--- src/rtl/test_pkg.sv ---
// Shared types for the bus bridge: transaction id width and the buffer-occupancy state encoding.
package test_pkg;

  localparam int WIDTH = 32;

  typedef logic [WIDTH-1:0] id_t;

  typedef enum logic [1:0] {
    STATE_A = 2'b00,  // empty
    STATE_B = 2'b01,  // holding a write
    STATE_C = 2'b10   // holding a read
  } state_t;

endpackage

--- src/rtl/modport_hold_reg.sv ---
// Load-enable payload register with asynchronous active-high clear.
module modport_hold_reg #(
  parameter int WIDTH = 8
) (
  input  logic             clk,
  input  logic             rst,
  input  logic             load,
  input  logic [WIDTH-1:0] d,
  output logic [WIDTH-1:0] q
);

  logic [WIDTH-1:0] q_reg;

  always_ff @(posedge clk or posedge rst) begin
    if (rst) begin
      q_reg <= '0;
    end else if (load) begin
      q_reg <= d;
    end
  end

  assign q = q_reg;

endmodule

--- src/rtl/modport_bridge.sv ---
// One-entry registered valid/ready bridge: accepts an upstream transfer, holds it and
// re-issues it downstream, with a transfer counter and last-write-data debug status.
module modport_bridge
  import test_pkg::*;
#(
  parameter int DATA_WIDTH = 16,
  parameter int ADDR_WIDTH = 32
) (
  input  logic                  clk,
  input  logic                  rst,
  input  logic                  s_valid,
  output logic                  s_ready,
  input  logic [ADDR_WIDTH-1:0] s_addr,
  input  logic [DATA_WIDTH-1:0] s_data,
  input  logic                  s_write_enable,
  output logic                  m_valid,
  input  logic                  m_ready,
  output logic [ADDR_WIDTH-1:0] m_addr,
  output logic [DATA_WIDTH-1:0] m_data,
  output logic                  m_write_enable,
  output logic [1:0]            state,
  output logic [31:0]           xfer_count,
  output logic [7:0]            last_wdata
);

  state_t state_reg, state_next;
  logic   m_valid_reg, m_valid_next;
  id_t    count_reg;
  logic [7:0] last_wdata_reg;
  logic   accept;
  logic   drain;

  // Draining and refilling in the same cycle keeps full throughput.
  assign s_ready = !m_valid_reg || m_ready;
  assign accept  = s_valid && s_ready;
  assign drain   = m_valid_reg && m_ready;

  modport_hold_reg #(.WIDTH(ADDR_WIDTH)) u_addr_reg (
    .clk (clk),
    .rst (rst),
    .load(accept),
    .d   (s_addr),
    .q   (m_addr)
  );

  modport_hold_reg #(.WIDTH(DATA_WIDTH)) u_data_reg (
    .clk (clk),
    .rst (rst),
    .load(accept),
    .d   (s_data),
    .q   (m_data)
  );

  modport_hold_reg #(.WIDTH(1)) u_we_reg (
    .clk (clk),
    .rst (rst),
    .load(accept),
    .d   (s_write_enable),
    .q   (m_write_enable)
  );

  always_ff @(posedge clk or posedge rst) begin
    if (rst) begin
      state_reg   <= STATE_A;
      m_valid_reg <= 1'b0;
    end else begin
      state_reg   <= state_next;
      m_valid_reg <= m_valid_next;
    end
  end

  always_comb begin
    state_next   = state_reg;
    m_valid_next = m_valid_reg;
    if (accept) begin
      m_valid_next = 1'b1;
    end else if (drain) begin
      m_valid_next = 1'b0;
    end
    case (state_reg)
      STATE_A: begin
        if (accept) begin
          state_next = s_write_enable ? STATE_B : STATE_C;
        end
      end
      STATE_B, STATE_C: begin
        if (accept) begin
          state_next = s_write_enable ? STATE_B : STATE_C;
        end else if (drain) begin
          state_next = STATE_A;
        end
      end
      default: state_next = STATE_A;
    endcase
  end

  always_ff @(posedge clk or posedge rst) begin
    if (rst) begin
      count_reg      <= '0;
      last_wdata_reg <= '0;
    end else if (accept) begin
      count_reg <= count_reg + 1'b1;
      if (s_write_enable) begin
        last_wdata_reg <= s_data[7:0];
      end
    end
  end

  assign m_valid    = m_valid_reg;
  assign state      = state_reg;
  assign xfer_count = count_reg;
  assign last_wdata = last_wdata_reg;

endmodule

--- config.mk ---
export PLATFORM = sky130hd
export DESIGN_NAME = modport_bridge
export DESIGN_NICKNAME = d
export VERILOG_FILES = /design/src/rtl/test_pkg.sv /design/src/rtl/modport_hold_reg.sv /design/src/rtl/modport_bridge.sv
export SDC_FILE = /design/constraint.sdc
export NUM_CORES = 1
export LEC_CHECK = 0
export ABC_AREA = 1
export BUFFER_PORTS_ARGS = -buffer_cell sky130_fd_sc_hd__buf_2
export CAP_MARGIN = 0
export CORE_UTILIZATION = 35
export CTS_CLUSTER_DIAMETER = 120
export DETAILED_ROUTE_END_ITERATION = 6
export GPL_ROUTABILITY_DRIVEN = 0
export PLACE_DENSITY_LB_ADDON = 0.05
export SLEW_MARGIN = 0
export SYNTH_ARGS = -nofsm -noshare
export SYNTH_HDL_FRONTEND = slang
export SYNTH_SLANG_ARGS = --single-unit
export TNS_END_PERCENT = 20
--- constraint.sdc ---
create_clock -name clk -period 2.6 [get_ports clk]
set_clock_uncertainty 0.1 [all_clocks]
set_input_delay 0 -clock clk [delete_from_list [all_inputs] [get_ports clk]]
set_output_delay 0 -clock clk [all_outputs]
set_load 0.05 [all_outputs]
# Word level (Yosys, flattened, before mapping)

Index checks and enable logic that the tools add are counted.
Widths: inputs -> output; s select.

Register bits after elaboration: 92
Input bits: 53
Output and inout bits: 93
Word-level logic and storage cells: 28

$add $sub $neg: 1
Equal/unequal tests: 4
Muxes and demuxes: 7
Reductions and logical operators: 9

Operator list:

| cell                  | count |
|---|---|
| $add 32x1->32 const B | 1 |
| $mux 2                | 4 |
| $pmux 2 s2            | 1 |
| $reduce_and 2->1      | 2 |
| $ne 3x3->1 const B    | 1 |
| $eq 2x1->1 const B    | 1 |
| $eq 2x2->1 const B    | 1 |
| $logic_and 1x1->1     | 2 |
| $logic_not 2->1       | 1 |
| $mux 1                | 2 |
| $ne 2x2->1 const B    | 1 |
| $reduce_bool 2->1     | 1 |
| $reduce_or 2->1       | 1 |
| $logic_not 1->1       | 1 |
| $logic_or 1x1->1      | 1 |

# Logic depth before layout (Yosys ltp)

Gate-level depths: netlist of run 1.

Depth in word-level cells: 5
Gate-level depth with buffers: 9
Mapped depth without buffers: 9

# Hierarchy

From an unflattened synthesis of run 1, not the netlist that was laid out.

Cell total of the unflattened synthesis: 525
Area total of the unflattened synthesis: 4312.9 sq um

By module, submodules not included:

| module                        | times used | cells each | area each (sq um) | seq. area each (sq um) |
|---|---|---|---|---|
| modport_bridge                | 1          | 313        | 2324.7            | 1076.0 |
| modport_hold_reg (u_addr_reg) | 1          | 137        | 1296.2            | 800.8 |
| modport_hold_reg (u_data_reg) | 1          | 69         | 648.1             | 400.4 |
| modport_hold_reg (u_we_reg)   | 1          | 6          | 43.8              | 25.0 |

# Least setup slack after synthesis of run 1

Ideal clock, no wire load.

Kind: reg2reg
Start: register m_valid_reg (netlist: m_valid)
End: register count_reg[27] (netlist: xfer_count[27])
Library setup time: 120 ps
Arrival: 1669 ps
Slack: 711 ps
Stages on the path, launching flop included: 9
Clock period less this slack: 1889 ps
Cells stage by stage: dfrtp_1 -> nand2_2 -> nand2_2 -> nor2_2 -> inv_1 -> nor2_1 -> nand2_1 -> nand2_1 -> nand2_1

Word-level cells in the longest chain between the ends: 3

RTL lines:

| what                   | RTL line              | source |
|---|---|---|
| start, declared        | modport_bridge.sv:27  | `logic m_valid_reg, m_valid_next;` |
| start signal, assigned | modport_bridge.sv:68  | `m_valid_reg <= m_valid_next;` |
| $logic_not 1->1        | modport_bridge.sv:34  | `assign s_ready = !m_valid_reg \|\| m_ready;` |
| $logic_or 1x1->1       | modport_bridge.sv:34  |  |
| named net s_ready      | modport_bridge.sv:12  | `output logic s_ready,` |
| $logic_and 1x1->1      | modport_bridge.sv:35  | `assign accept = s_valid && s_ready;` |
| end signal, assigned   | modport_bridge.sv:102 | `count_reg <= count_reg + 1'b1;` |
| end, declared          | modport_bridge.sv:28  | `id_t count_reg;` |

The timed path passes the listed nets, and every way through them passes these cells.
A chain may end at the register's enable or synchronous reset.

# Worst setup path in the final report of run 1

Start: register m_valid_reg (netlist: m_valid)
End: register state_reg[0] (netlist: state[0])

Word-level cells in the longest chain between the ends: 5
Elaborated cells between the ends (all ways): 9
Those cells by class: eq/ne: 2; mux: 2; reduce/logical: 5

RTL lines:

| what                                           | RTL line             | source |
|---|---|---|
| $logic_not 1->1                                | modport_bridge.sv:34 |  |
| $logic_or 1x1->1                               | modport_bridge.sv:34 |  |
| $logic_and 1x1->1                              | modport_bridge.sv:35 |  |
| $mux 2 (tied with other cells)                 | modport_bridge.sv:87 | `if (accept) begin` |
| $pmux 2 s2 or $reduce_and 2->1 (tied branches) | -                    |  |
| end signal, assigned                           | modport_bridge.sv:67 | `state_reg <= state_next;` |
| end, declared                                  | modport_bridge.sv:26 | `state_t state_reg, state_next;` |

Parallel ways exist; a longest one is shown, timed or not.

==> impl_metrics.toml, run 1 <==
[logic_synthesis]
yosysTopAreaCellShare_pct = 56.1
synth_common_cells = "nand2_1, dfrtp_1, nor2_1"
ys_seq_area_share_pct = 56.1
synthTopCellsByArea = "dfrtp_1, nand2_1, nor2_1, inv_1, nand3_1"
synth.cell_area_sq_um = 4100
netlist_instances = 511
synth_edf_count = 0
ys_types = 23
synth.most_common_cell = "nand2_1"
synth_area_per_cell_sq_um = 8.03
synth_top_cell_by_area = "dfrtp_1"
synthArstFlopShare_pct = 100
syn-num-nets = 567
ys.flop_type = "dfrtp_1"
ys_warn_count = 0
synth_seq_cells = 92

[global_route]
grt_pass1_vias = 3600
grt_max_degree = 55
antenna_found_initial = 0
grt_pass1_wl_um = 17300
grt.overflow.total = 0
grt_usage_pct = 18.8

[setup_path]
rr_endpoint = "state[0]$_DFFE_PP0P_"
worst_r2r_path_depth = 4
cp-end-kind = "flop"
crit_chain = "a21oi_4, buf_4, or2_2, o21ai_0"
cp_max_fo = 40
crit_type = "reg2reg"
r2r_slack_ns = 0.78
worstPathArrival_ns = 1.95
cp-start-kind = "flop"
critPathMaxStageDelay_ns = 0.46
slowest_stage = "buf_4"
r2r-start = "m_valid$_DFFE_PP0P_"
cp_data_required_time_ns = 2.73

[sta]
fmax_mhz = 550
post-route-min-period_ns = 1.82
hold_viol = 0
worst_slew_pin_slew_ns = 0.722
final-setup-viol-count = 0
rsz0062_at_grt = "false"
whs_ns = 0.0141
worst_slack_ns = 0.780
relSlewSlack_pct = 51.8
slew_viol_final = 0
tns_ns = 0
period_share_pct = 70.0

[place]
portBuffers = 145
dp_slack_ns = 0.706
place_area_sq_um = 5000
dp_hpwl_um = 7490

[layout]
antenna_cells = 0
n_fill_cell = 1127
area_delta_synth_final_pct = 41.8
drive_gt1_share_pct = 24.3
fin_nets = 769
final_design_area_no_fill_sq_um = 5820

[die]
core_area_sq_um = 11400
start_util_pct = 35.9
die_h_um = 110
die-area_sq_um = 12200
die_w_um = 110
ios = 146
rows = 39

[route]
vias_per_cell = 4.48
drc = 0
drt_pass1_iterations = 5
finalWirelength_um = 10700
ant_nets = 0
avgRoutedWirePerCell_um = 12.4
drtIter0Drc = 191
via_count = 3849

[clock_tree]
ctsResizeCount = 0
path_clk_slew_ns = 0.07
cts_root_buf = "clkbuf_16"
clock_latency_ns = 0.34
ctsHoldBuffers = 54
cts_tree = "built"
clockBufferDepth = 2
postCtsSetupBuffers = 0
cts_buffers = 9
cts.sinks = 92
htreeDepth = 3

[flow_run]
max_cap_violations = 0

[worst_hold_path]
hold_end = "state[1]$_DFFE_PP0P_"
min_from = "m_ready"
hold_path_class = "in2reg"
whs_path_depth = 5

[pwr]
power_density_nw_per_um2 = 749
power.total_mw = 4.36
p_leak_nw = 3.10
vdd_ir_drop_max_mv = 0.657

[outcome]
status = "finished, final reports clean"
-- worst max-delay path by stage --
stage                        start                        end  cells past startpoint
4_1_cts        m_valid$_DFFE_PP0P_       state[0]$_DFFE_PP0P_                      4
3_3_place_gp   m_valid$_DFFE_PP0P_       state[0]$_DFFE_PP0P_                      4
6_report       m_valid$_DFFE_PP0P_       state[0]$_DFFE_PP0P_                      4
2_1_floorplan                  rst  last_wdata[0]$_DFFE_PP0P_                      1
3_5_place_dp   m_valid$_DFFE_PP0P_       state[0]$_DFFE_PP0P_                      4
5_1_grt        m_valid$_DFFE_PP0P_  last_wdata[6]$_DFFE_PP0P_                      4
-- worst max-delay path: cells and delay by family (launching register included) --
| kind | cells | cell delay [ns] |
|---|---|---|
| AO/OA/AOI/OAI | 2 | 0.52 |
| buffers and inverters | 1 | 0.46 |
| flip-flops | 1 | 0.43 |
| AND/OR/NAND/NOR | 1 | 0.20 |
-- routing by layer --
metal	vias to the layer above	global-route usage, %	share of wire (%)
met5	-	0	0
met4	0	8.08	2.0
met3	15	4.59	6.1
met2	104	29.3	45
met1	1757	24.7	47
li1	1973	-	-
-- per-stage QoR --
step | utilization (%) | cells
2_1_floorplan | - | 511
3_3_place_gp | 43.8 | 791
3_5_place_dp | 43.8 | 791
4_1_cts | 51.0 | 860
5_1_grt | 51.0 | 860
6_report | 51.0 | 860
-- where the power goes --
part / internal (mW) / total, mW / switching, mW
registers: 1.62 / 1.77 / 0.149
logic: 0.348 / 1.36 / 1.01
clock network: 0.697 / 1.24 / 0.541
total: 2.66 / 4.36 / 1.70
-- cell usage in the layout (no fill, tap or decap), types with 7 or more instances in the layout --
master | netlist | routed
o21ai_0 | 9 | 9
nand2_1 | 241 | 241
nand3b_1 | 7 | 7
nor2_1 | 44 | 44
clkbuf_16 | 0 | 9
nand3_1 | 24 | 24
xnor2_1 | 7 | 7
xor2_1 | 7 | 7
inv_1 | 40 | 39
dfrtp_1 | 92 | 92
dlygate4sd3_1 | 0 | 54
buf_2 | 6 | 145
o21ai_1 | 8 | 8
-- area by class of cell --
type	count	area, sq um	area share, %
flip-flops and latches	92	2300	39.6
multi-input cells	366	1600	27.4
repair buffers	203	1310	22.5
clock buffers	12	256	4.41
well taps	143	179	3.07
inverters	41	155	2.67
clock inverters	3	22.5	0.387
-- logic make-up after synthesis --
family | synth area share [%]
AO/OA/AOI/OAI | 2.74
AND/OR/NAND/NOR | 32.2
flip-flops | 56.1
XOR/XNOR | 2.99
buffers and inverters | 5.03
adder cells (fa/ha/maj) | 0.915
Note: power is estimated with default switching activity, not from simulation.
==> run 2, diff against run 1 <==
- clock period: 2.6 -> 1.85 ns (I/O delays scaled with it)
==> impl_metrics.toml, run 2 (synthesis results as in run 1) <==
[outcome]
status = "finished, final reports clean"

[route]
drt_pass1_iterations = 4
vias_per_cell = 4.44
ant_nets = 0
drtIter0Drc = 148
via_count = 3825
drc = 0
finalWirelength_um = 10800
avgRoutedWirePerCell_um = 12.5

[die]
die_w_um = 110
start_util_pct = 35.9
rows = 39
die-area_sq_um = 12200
core_area_sq_um = 11400
ios = 146
die_h_um = 110

[global_route]
grt_util_met3_pct = 4.41
grt.busiest_layer = "met2"
use_met1_pct = 25.4
grt_max_degree = 60
antenna_found_initial = 0
grt_usage_pct = 19.2
grt.overflow.total = 0
grt_pass1_wl_um = 17600
grt_pass1_vias = 3645
use_met2_pct = 29.1

[flow_run]
max_cap_violations = 0

[setup_path]
worstPathArrival_ns = 1.78
cp_max_fo = 15
crit_type = "reg2reg"
cp_data_required_time_ns = 1.98
cp-start-kind = "flop"
cp-end-kind = "flop"

[place]
place_inst = 794
portBuffers = 145
dp_hpwl_um = 7530

[sta]
rsz0062_at_grt = "false"
relSlewSlack_pct = 56.3
fmax_mhz = 608
worst_slew_pin_slew_ns = 0.655
slew_viol_final = 0
hold_viol = 0
whs_ns = 0.280
final-setup-viol-count = 0
post-route-min-period_ns = 1.65
period_share_pct = 88.9

[pwr]
combPwrFrac_pct = 30.5
p_leak_nw = 3.13
vdd_ir_drop_max_mv = 0.949
switchingPower_mw = 2.38
power_frac_seq_pct = 38.7
p_int_mw = 3.99
p_sw_share_pct = 37.4
power_density_nw_per_um2 = 1080
power.total_mw = 6.37
clockPowerShare_pct = 30.8

[layout]
final_cells = 862
area_delta_synth_final_pct = 43.4
final_common_cell = "nand2_1"
antenna_cells = 0
drive_gt1_share_pct = 25.3
fin_nets = 770
final_cell_mix = "nand2_1, buf_2, dfrtp_1"
final_core_util_pct = 51.5

[clock_tree]
cts_buffers = 9
clockBufferDepth = 2
cts.sinks = 92
path_clk_slew_ns = 0.06
postCtsSetupBuffers = 0
clock_latency_ns = 0.34
cts_tree = "built"
cts_root_buf = "clkbuf_16"
htreeDepth = 3

[worst_hold_path]
hold_path_class = "in2async"
## run 2: changes by cell type in the layout (fill, tap and decap cells not counted), sizes merged
cell | before | now
dlygate4sd3 | 54 | 52
clkinvlp | 0 | 1
clkbuf | 12 | 11
bufinv | 0 | 2
clkinv | 4 | 3
buf | 149 | 152
## run 2: stage by stage
| step | cell area, sq um | setup TNS (ns) | worst slack, ns |
|---|---|---|---|
| floorplan | 4110 | -0.0691 | -0.0390 |
| global placement | 5020 | 0 | 0.129 |
| detailed placement | 5020 | 0 | 0.0761 |
| CTS | 5860 | 0 | 0.0550 |
| global route | 5880 | 0 | 0.00358 |
| finish | 5880 | 0 | 0.205 |
## run 2: worst paths after layout
path	slack [ns]	from	cells past startpoint	end
worst max register to register	0.20	m_valid$_DFFE_PP0P_	6	xfer_count[20]$_DFFE_PP0P_
max in group asynchronous	0.88	rst	4	xfer_count[27]$_DFFE_PP0P_
worst min register to register	0.37	u_addr_reg.q[18]$_DFFE_PP0P_	2	u_addr_reg.q[18]$_DFFE_PP0P_
worst min-delay path	0.28	rst	4	u_addr_reg.q[26]$_DFFE_PP0P_
min in group clk	0.28	s_data[9]	4	u_data_reg.q[9]$_DFFE_PP0P_
worst max-delay path	0.20	m_valid$_DFFE_PP0P_	6	xfer_count[20]$_DFFE_PP0P_
## run 2: final cells by class
type                       count  area [sq um]
clock buffer                  11           243
inverter                      41           158
multi-input combinational    366          1620
sequential                    92          2300
clock inverter                 5          75.1
timing repair buffer         204          1310
fill                        1114          5540
tap                          143           179
## run 2: worst max-delay path, stage by stage (launching register included)
cell	delay, ns
dfrtp_1	0.44
a21oi_4	0.44
nand3_2	0.19
nor2_4	0.19
nand2_1	0.07
nand2_1	0.06
nand2_1	0.04
## run 2: what timing repair did
action	4_1_cts	5_1_grt
hold endpoints to repair	153	0
resized for setup	0	5
setup endpoints to repair	0	13
hold buffers	52	0
## run 2: layer usage
metal / wire [um] / share of wire (%)
met3: 621 / 5.8
met2: 4730 / 44
met5: 0 / 0
met1: 5130 / 48
met4: 310 / 2.9
## run 2: power by group through the flow
stage | Combinational [mW] | Clock [mW] | Sequential, mW
after floorplan | 0.446 | 0 | 3.41
after global placement | 1.86 | 0 | 2.49
after detailed placement | 1.87 | 0 | 2.50
after CTS | 1.96 | 2.04 | 2.47
after global routing | 2.10 | 2.11 | 2.50
final | 1.94 | 1.96 | 2.46
